--- src/rtl/digital_clock_dp_pkg.sv ---
// Shared definitions for the digital clock datapath: alarm FSM encoding, field limits
// and the load range check used by every time and alarm field.
package digital_clock_dp_pkg;

   typedef enum logic [1:0] {
      StIdle    = 2'd0,
      StArmed   = 2'd1,
      StRinging = 2'd2,
      StSnooze  = 2'd3
   } alarm_state_e;

   localparam int unsigned HR_MAX  = 23;
   localparam int unsigned MIN_MAX = 59;
   localparam int unsigned SEC_MAX = 59;

   // Ring and snooze tick counters.
   localparam int unsigned CNT_W = 9;

   function automatic logic in_range(input logic [5:0] val, input int unsigned max_val);
      return {26'd0, val} <= max_val;
   endfunction

endpackage

--- src/rtl/digital_clock_counter.sv ---
// Modulo-(MaxVal+1) counter with range-checked parallel load, count enable and carry-out.
// Carry is asserted only while enabled at MaxVal, so it can enable the next field directly.
module digital_clock_counter
   import digital_clock_dp_pkg::*;
#(
   parameter int unsigned Width  = 6,
   parameter int unsigned MaxVal = 59
) (
   input  logic             clk,
   input  logic             reset,
   input  logic             load,
   input  logic [5:0]       data_in,
   input  logic             en,
   output logic [Width-1:0] value,
   output logic             carry,
   output logic             load_err
);

   logic [Width-1:0] value_q, value_d;
   logic             load_ok;

   assign load_ok  = load && in_range(data_in, MaxVal);
   assign load_err = load && !load_ok;
   assign carry    = en && (value_q == Width'(MaxVal));
   assign value    = value_q;

   always_comb begin
      value_d = value_q;
      if (load_ok) begin
         value_d = data_in[Width-1:0];
      end else if (en) begin
         value_d = carry ? '0 : value_q + Width'(1);
      end
   end

   always_ff @(posedge clk) begin
      if (!reset) begin
         value_q <= '0;
      end else begin
         value_q <= value_d;
      end
   end

endmodule

--- src/rtl/digital_clock_dp.sv ---
// Digital clock datapath: hh:mm:ss time counter, alarm registers and alarm FSM.
// Define DIGITAL_CLOCK_SNOOZE_EN to build the SNOOZE state and its tick counter.
module digital_clock_dp
   import digital_clock_dp_pkg::*;
#(
   parameter int unsigned ALARM_RING_SECS = 60,
   parameter int unsigned SNOOZE_SECS     = 300
) (
   input  logic       clk,
   input  logic       reset,
   input  logic [5:0] data_in,
   input  logic       ld_hr,
   input  logic       ld_min,
   input  logic       ld_sec,
   input  logic       ld_alarm_hr,
   input  logic       ld_alarm_min,
   input  logic       ld_alarm_sec,
   input  logic       on,
   input  logic       tick,
   input  logic       alarm_stop,
   input  logic       snooze,
   output logic [4:0] hr,
   output logic [5:0] min,
   output logic [5:0] sec,
   output logic       alarm,
   output logic       armed,
   output logic       load_err
);

   localparam logic [CNT_W-1:0] RingLast = CNT_W'(ALARM_RING_SECS - 1);

   logic             adv, adv_q;
   logic             sec_carry, min_carry, unused_hr_carry;
   logic             hr_err, min_err, sec_err;
   logic [4:0]       a_hr_q;
   logic [5:0]       a_min_q, a_sec_q;
   logic [2:0]       valid_q;
   logic             a_hr_ok, a_min_ok, a_sec_ok, alarm_load_ok, alarm_load_bad;
   logic             time_match;
   logic             load_err_q, alarm_q;
   alarm_state_e     state_q, state_d;
   logic [CNT_W-1:0] ring_cnt_q, ring_cnt_d;

   // Any time load, valid or not, swallows the tick of that cycle.
   assign adv = on && tick && !(ld_hr || ld_min || ld_sec);

   digital_clock_counter #(.Width(6), .MaxVal(SEC_MAX)) u_sec (
      .clk      (clk),
      .reset    (reset),
      .load     (ld_sec),
      .data_in  (data_in),
      .en       (adv),
      .value    (sec),
      .carry    (sec_carry),
      .load_err (sec_err)
   );

   digital_clock_counter #(.Width(6), .MaxVal(MIN_MAX)) u_min (
      .clk      (clk),
      .reset    (reset),
      .load     (ld_min),
      .data_in  (data_in),
      .en       (sec_carry),
      .value    (min),
      .carry    (min_carry),
      .load_err (min_err)
   );

   digital_clock_counter #(.Width(5), .MaxVal(HR_MAX)) u_hr (
      .clk      (clk),
      .reset    (reset),
      .load     (ld_hr),
      .data_in  (data_in),
      .en       (min_carry),
      .value    (hr),
      .carry    (unused_hr_carry),
      .load_err (hr_err)
   );

   assign a_hr_ok        = ld_alarm_hr && in_range(data_in, HR_MAX);
   assign a_min_ok       = ld_alarm_min && in_range(data_in, MIN_MAX);
   assign a_sec_ok       = ld_alarm_sec && in_range(data_in, SEC_MAX);
   assign alarm_load_ok  = a_hr_ok || a_min_ok || a_sec_ok;
   assign alarm_load_bad = (ld_alarm_hr && !a_hr_ok) || (ld_alarm_min && !a_min_ok) ||
                           (ld_alarm_sec && !a_sec_ok);

   always_ff @(posedge clk) begin
      if (!reset) begin
         a_hr_q  <= '0;
         a_min_q <= '0;
         a_sec_q <= '0;
         valid_q <= '0;
      end else begin
         if (a_hr_ok) begin
            a_hr_q     <= data_in[4:0];
            valid_q[2] <= 1'b1;
         end
         if (a_min_ok) begin
            a_min_q    <= data_in;
            valid_q[1] <= 1'b1;
         end
         if (a_sec_ok) begin
            a_sec_q    <= data_in;
            valid_q[0] <= 1'b1;
         end
      end
   end

   assign armed      = &valid_q;
   assign time_match = ({hr, min, sec} == {a_hr_q, a_min_q, a_sec_q});

`ifdef DIGITAL_CLOCK_SNOOZE_EN
   localparam logic [CNT_W-1:0] SnoozeLast = CNT_W'(SNOOZE_SECS - 1);
   logic [CNT_W-1:0] snooze_cnt_q, snooze_cnt_d;
`else
   logic unused_snooze;
   assign unused_snooze = snooze;
`endif

   always_comb begin
      state_d    = state_q;
      ring_cnt_d = ring_cnt_q;
`ifdef DIGITAL_CLOCK_SNOOZE_EN
      snooze_cnt_d = snooze_cnt_q;
`endif
      unique case (state_q)
         StIdle: begin
            if (armed) state_d = StArmed;
         end
         StArmed: begin
            // adv_q marks that the current time was produced by a tick, never by a load.
            if (adv_q && time_match) state_d = StRinging;
         end
         StRinging: begin
            if (!on || alarm_load_ok || alarm_stop) begin
               state_d = StArmed;
`ifdef DIGITAL_CLOCK_SNOOZE_EN
            end else if (snooze) begin
               state_d = StSnooze;
`endif
            end else if (tick) begin
               if (ring_cnt_q == RingLast) state_d = StArmed;
               else ring_cnt_d = ring_cnt_q + CNT_W'(1);
            end
         end
`ifdef DIGITAL_CLOCK_SNOOZE_EN
         StSnooze: begin
            if (!on || alarm_load_ok || alarm_stop) begin
               state_d = StArmed;
            end else if (tick) begin
               if (snooze_cnt_q == SnoozeLast) state_d = StRinging;
               else snooze_cnt_d = snooze_cnt_q + CNT_W'(1);
            end
         end
`endif
         default: state_d = StIdle;
      endcase
      if (state_d != state_q) begin
         ring_cnt_d = '0;
`ifdef DIGITAL_CLOCK_SNOOZE_EN
         snooze_cnt_d = '0;
`endif
      end
   end

   always_ff @(posedge clk) begin
      if (!reset) begin
         state_q    <= StIdle;
         ring_cnt_q <= '0;
         alarm_q    <= 1'b0;
         adv_q      <= 1'b0;
         load_err_q <= 1'b0;
      end else begin
         state_q    <= state_d;
         ring_cnt_q <= ring_cnt_d;
         alarm_q    <= (state_d == StRinging);
         adv_q      <= adv;
         load_err_q <= hr_err || min_err || sec_err || alarm_load_bad;
      end
   end

`ifdef DIGITAL_CLOCK_SNOOZE_EN
   always_ff @(posedge clk) begin
      if (!reset) begin
         snooze_cnt_q <= '0;
      end else begin
         snooze_cnt_q <= snooze_cnt_d;
      end
   end
`endif

   assign alarm    = alarm_q;
   assign load_err = load_err_q;

endmodule

--- config.mk ---
export PLATFORM = sky130hd
export DESIGN_NAME = digital_clock_dp
export DESIGN_NICKNAME = d
export VERILOG_FILES = /design/src/rtl/digital_clock_dp_pkg.sv /design/src/rtl/digital_clock_counter.sv /design/src/rtl/digital_clock_dp.sv
export SDC_FILE = /design/constraint.sdc
export NUM_CORES = 1
export LEC_CHECK = 0
export ABC_AREA = 1
export CORE_ASPECT_RATIO = 0.6
export CORE_MARGIN = 1.5
export CORE_UTILIZATION = 50
export CTS_BUF_LIST = sky130_fd_sc_hd__clkbuf_16
export DETAILED_ROUTE_END_ITERATION = 16
export GPL_ROUTABILITY_DRIVEN = 0
export PLACE_DENSITY = 0.81
export SLEW_MARGIN = 20
export SYNTH_ARGS = -nofsm -noshare
export SYNTH_HDL_FRONTEND = slang
export SYNTH_HIERARCHICAL = 1
export SYNTH_SLANG_ARGS = --single-unit
export TNS_END_PERCENT = 30
--- constraint.sdc ---
create_clock -name clk -period 3.6 [get_ports clk]
set_clock_uncertainty 0.15 [all_clocks]
set_input_delay 0.9 -clock clk [delete_from_list [all_inputs] [get_ports clk]]
set_output_delay 0.9 -clock clk [all_outputs]
set_load 0.005 [all_outputs]
==> impl_summary.log <==
[metrics] outcome: finished, final reports clean
[metrics] Sum Neg Setup Slack: 0 ns
[metrics] r2r startpoint: u_sec/value[0]
[metrics] number of standard cells in the final layout excluding fillers: between 600 and 700
[metrics] worst hold stages: 2
[metrics] post-DR vias/cell: between 5 and 6
[metrics] fill cell instance count of the final layout: 533
[metrics] transition time at the pin with the least slew margin: 0.521 ns
[metrics] CP max-delay cell: sky130_fd_sc_hd__clkdlybuf4s50_1
[metrics] synthesis-to-finish area growth: 21.0%
[metrics] CTS Hold Buffers Added: 0
[metrics] Critical Path RT: about 3.6 ns
[metrics] kind of capture point of the worst setup path: flop
[metrics] DR vias: 3,242
[metrics] most common cell type on the critical path: sky130_fd_sc_hd__nand2_1
[metrics] Clock transition at path regs: 0.06 ns
[metrics] Fmax: 0.310 GHz
[metrics] headroom to the max-slew limit: between 60 and 70%
[metrics] final worst-path cycle share: 89.6%
[metrics] Placed Instances: a little over 600
[metrics] startpoint type of the worst setup path: input port
[metrics] horizontal die dimension: 105 um
[metrics] routed length per placed instance: 13.2 um
[metrics] largest voltage drop on the vdd net: 0.194 mV
[metrics] setup violation total in the final timing report: 0
[metrics] source of the worst hold timing path: a_hr_q[2]
[metrics] count of nets left with antenna violations after detail routing: 0
[metrics] classification of the worst setup path: input port to flop
[metrics] final count of pins violating max slew: 0
[metrics] WL final: 8270 um
[metrics] top library cells by usage in the layout, fill and taps aside: 123 x sky130_fd_sc_hd__nand2_1, 83 x sky130_fd_sc_hd__inv_1, 80 x sky130_fd_sc_hd__nor2_1, 51 x sky130_fd_sc_hd__dfxtp_1, 36 x sky130_fd_sc_hd__clkdlybuf4s50_1
[metrics] max-cap check violation count: 0
[metrics] # clock sinks: 51
[metrics] Leak Pwr: 1.68 nW
[metrics] destination of the worst register-to-register timing path: u_hr/value[3]
[metrics] buffers from clock root to sink, at most: 2
[metrics] signal arrival time at the worst endpoint: 3.25 ns
[metrics] Post-Syn Area per Cell: approximately 6.3 sq um
[metrics] total of warnings raised by yosys: 6
[metrics] fraction of final layout cells with drive strength greater than 1: 8.09%
[metrics] buffers inserted during post-CTS setup optimization: 0
[metrics] area inside the core boundary: ~0.0061 sq mm
[metrics] Worst-Skew Late Latency: 0.29 ns
[metrics] crit path cell chain: clkdlybuf4s50_1, nand3b_1, nor3_1, nand2_1, nor2_1, nand2_1, inv_1, nand2_1, nor2_1, nand2_1, inv_1, inv_1, nand3_1, nand2_1, nor2_1, nor2_1
[metrics] total standard cell area after synthesis: 0.00313 sq mm
[metrics] worst hold path type: flop to flop
[metrics] maximum number of pins on one net before global-route repair: 16
[metrics] number of nets in the synthesized netlist: 519
[metrics] number of rows created at floorplan: 22
[metrics] number of cell instances on the worst register-to-register path: 14
[metrics] FF-to-FF setup slack: 1.26 ns
[metrics] global-route wire length before repair: 13,400 um
[metrics] y dimension of the die: 64.3 um
[metrics] count of H-tree levels built during CTS: 2
[metrics] leading cell type in the layout, fill and taps excluded: sky130_fd_sc_hd__nand2_1
[metrics] vias in the first global route: a little under 3,000
[metrics] Root Driver: sky130_fd_sc_hd__clkbuf_16
[metrics] TritonCTS clock tree: done
[metrics] unrepaired setup endpoints after global routing: false
[metrics] count of antenna diodes in the layout: 0
[metrics] maximum net fanout on the critical path: 5
[metrics] register cell area after layout: about 0.0010 sq mm
[metrics] synthesized netlist cell count: 497
[metrics] count of port buffers added during placement: 36
[metrics] die area: approximately 0.0068 sq mm
[metrics] Fin. Hold Viols: 0
[metrics] count of cells resized by post-cts repair: 0
[metrics] top-level I/O count: 38
[metrics] Crit path largest cell delay: about 0.55 ns
[metrics] router iterations before antenna repair: 5
[metrics] worst-case hold path end point: a_hr_q[2]
[metrics] DP Wirelength: 6070 um
[metrics] Tmin final: roughly 3.2 ns
[metrics] number of nets at the end of the flow: around 570
[metrics] total grt overflow: 0
[metrics] total power divided by cell area: 362 mW/mm^2
[metrics] Total Routing Usage GR: 25.0%
[metrics] effective utilization at floorplan: 51.5%
[metrics] initial drt markers: 263
[metrics] initial antenna violation count: 0
[metrics] Post-route DRC: 0
[metrics] footprint of the multi-input gates: roughly 0.0018 sq mm
[metrics] TritonCTS Buffers: 5
-- registers in the layout (all words and copies together), names as in the netlist --
register / cells
a_hr_q: 5
a_min_q: 6
a_sec_q: 6
adv_q: 1
alarm: 1
load_err: 1
ring_cnt_q: 9
state_q: 2
u_hr/value: 5
u_min/value: 6
u_sec/value: 6
valid_q: 3
-- through the flow --
stage / power [mW] / utilization [%] / hold slack, ns / instance area (sq um) / setup WS, ns
floorplan: 0.753 / - / 0.280 / 3130 / 0.831
global placement: 0.842 / 59.7 / 0.290 / 3630 / 0.214
detailed placement: 0.849 / 59.7 / 0.297 / 3630 / 0.144
CTS: 1.38 / 62.4 / 0.307 / 3790 / 0.443
global route: 1.43 / 62.4 / 0.336 / 3790 / 0.206
finish: 1.37 / 62.4 / 0.306 / 3790 / 0.375
-- cell type report --
type	instances	share of cell area, %
clock inverter	3	1.02
sequential	51	26.9
clock buffer	5	3.30
tap	84	2.77
multi-input combinational	354	46.3
inverter	87	8.61
timing repair buffer	44	11.1
-- worst max-delay path by stage --
stage                     start            end  slack [ns]  cells after the start
after detailed placement   tick  u_hr/value[4]        0.14                     16
after global placement     tick  u_hr/value[4]        0.21                     16
after CTS                  tick  u_hr/value[4]        0.44                     16
after floorplan           ld_hr  u_hr/value[0]        0.83                     15
final                      tick  u_hr/value[3]        0.38                     16
after global routing       tick  u_hr/value[1]        0.21                     16
-- where the power goes --
group,total [mW],internal [mW],switching [mW]
registers,0.625,0.593,0.0327
logic,0.218,0.0944,0.123
clock network,0.531,0.324,0.206
total,1.37,1.01,0.362
-- metal layers --
metal | GRT usage [%] | wire length [um] | share of wire, % | up-vias
li1 | - | - | - | 1647
met1 | 35.0 | 3920 | 47 | 1447
met2 | 39.6 | 3590 | 43 | 133
met3 | 5.00 | 666 | 8.1 | 15
met4 | 5.65 | 93 | 1.1 | 0
met5 | 0 | 0 | 0 | -
-- worst max-delay path, delay by kind of cell --
kind                   cells  cell delay, ns
AND/OR/NAND/NOR           12            1.32
buffers and inverters      4            1.02
No activity file was read; power rests on OpenSTA's default activity.
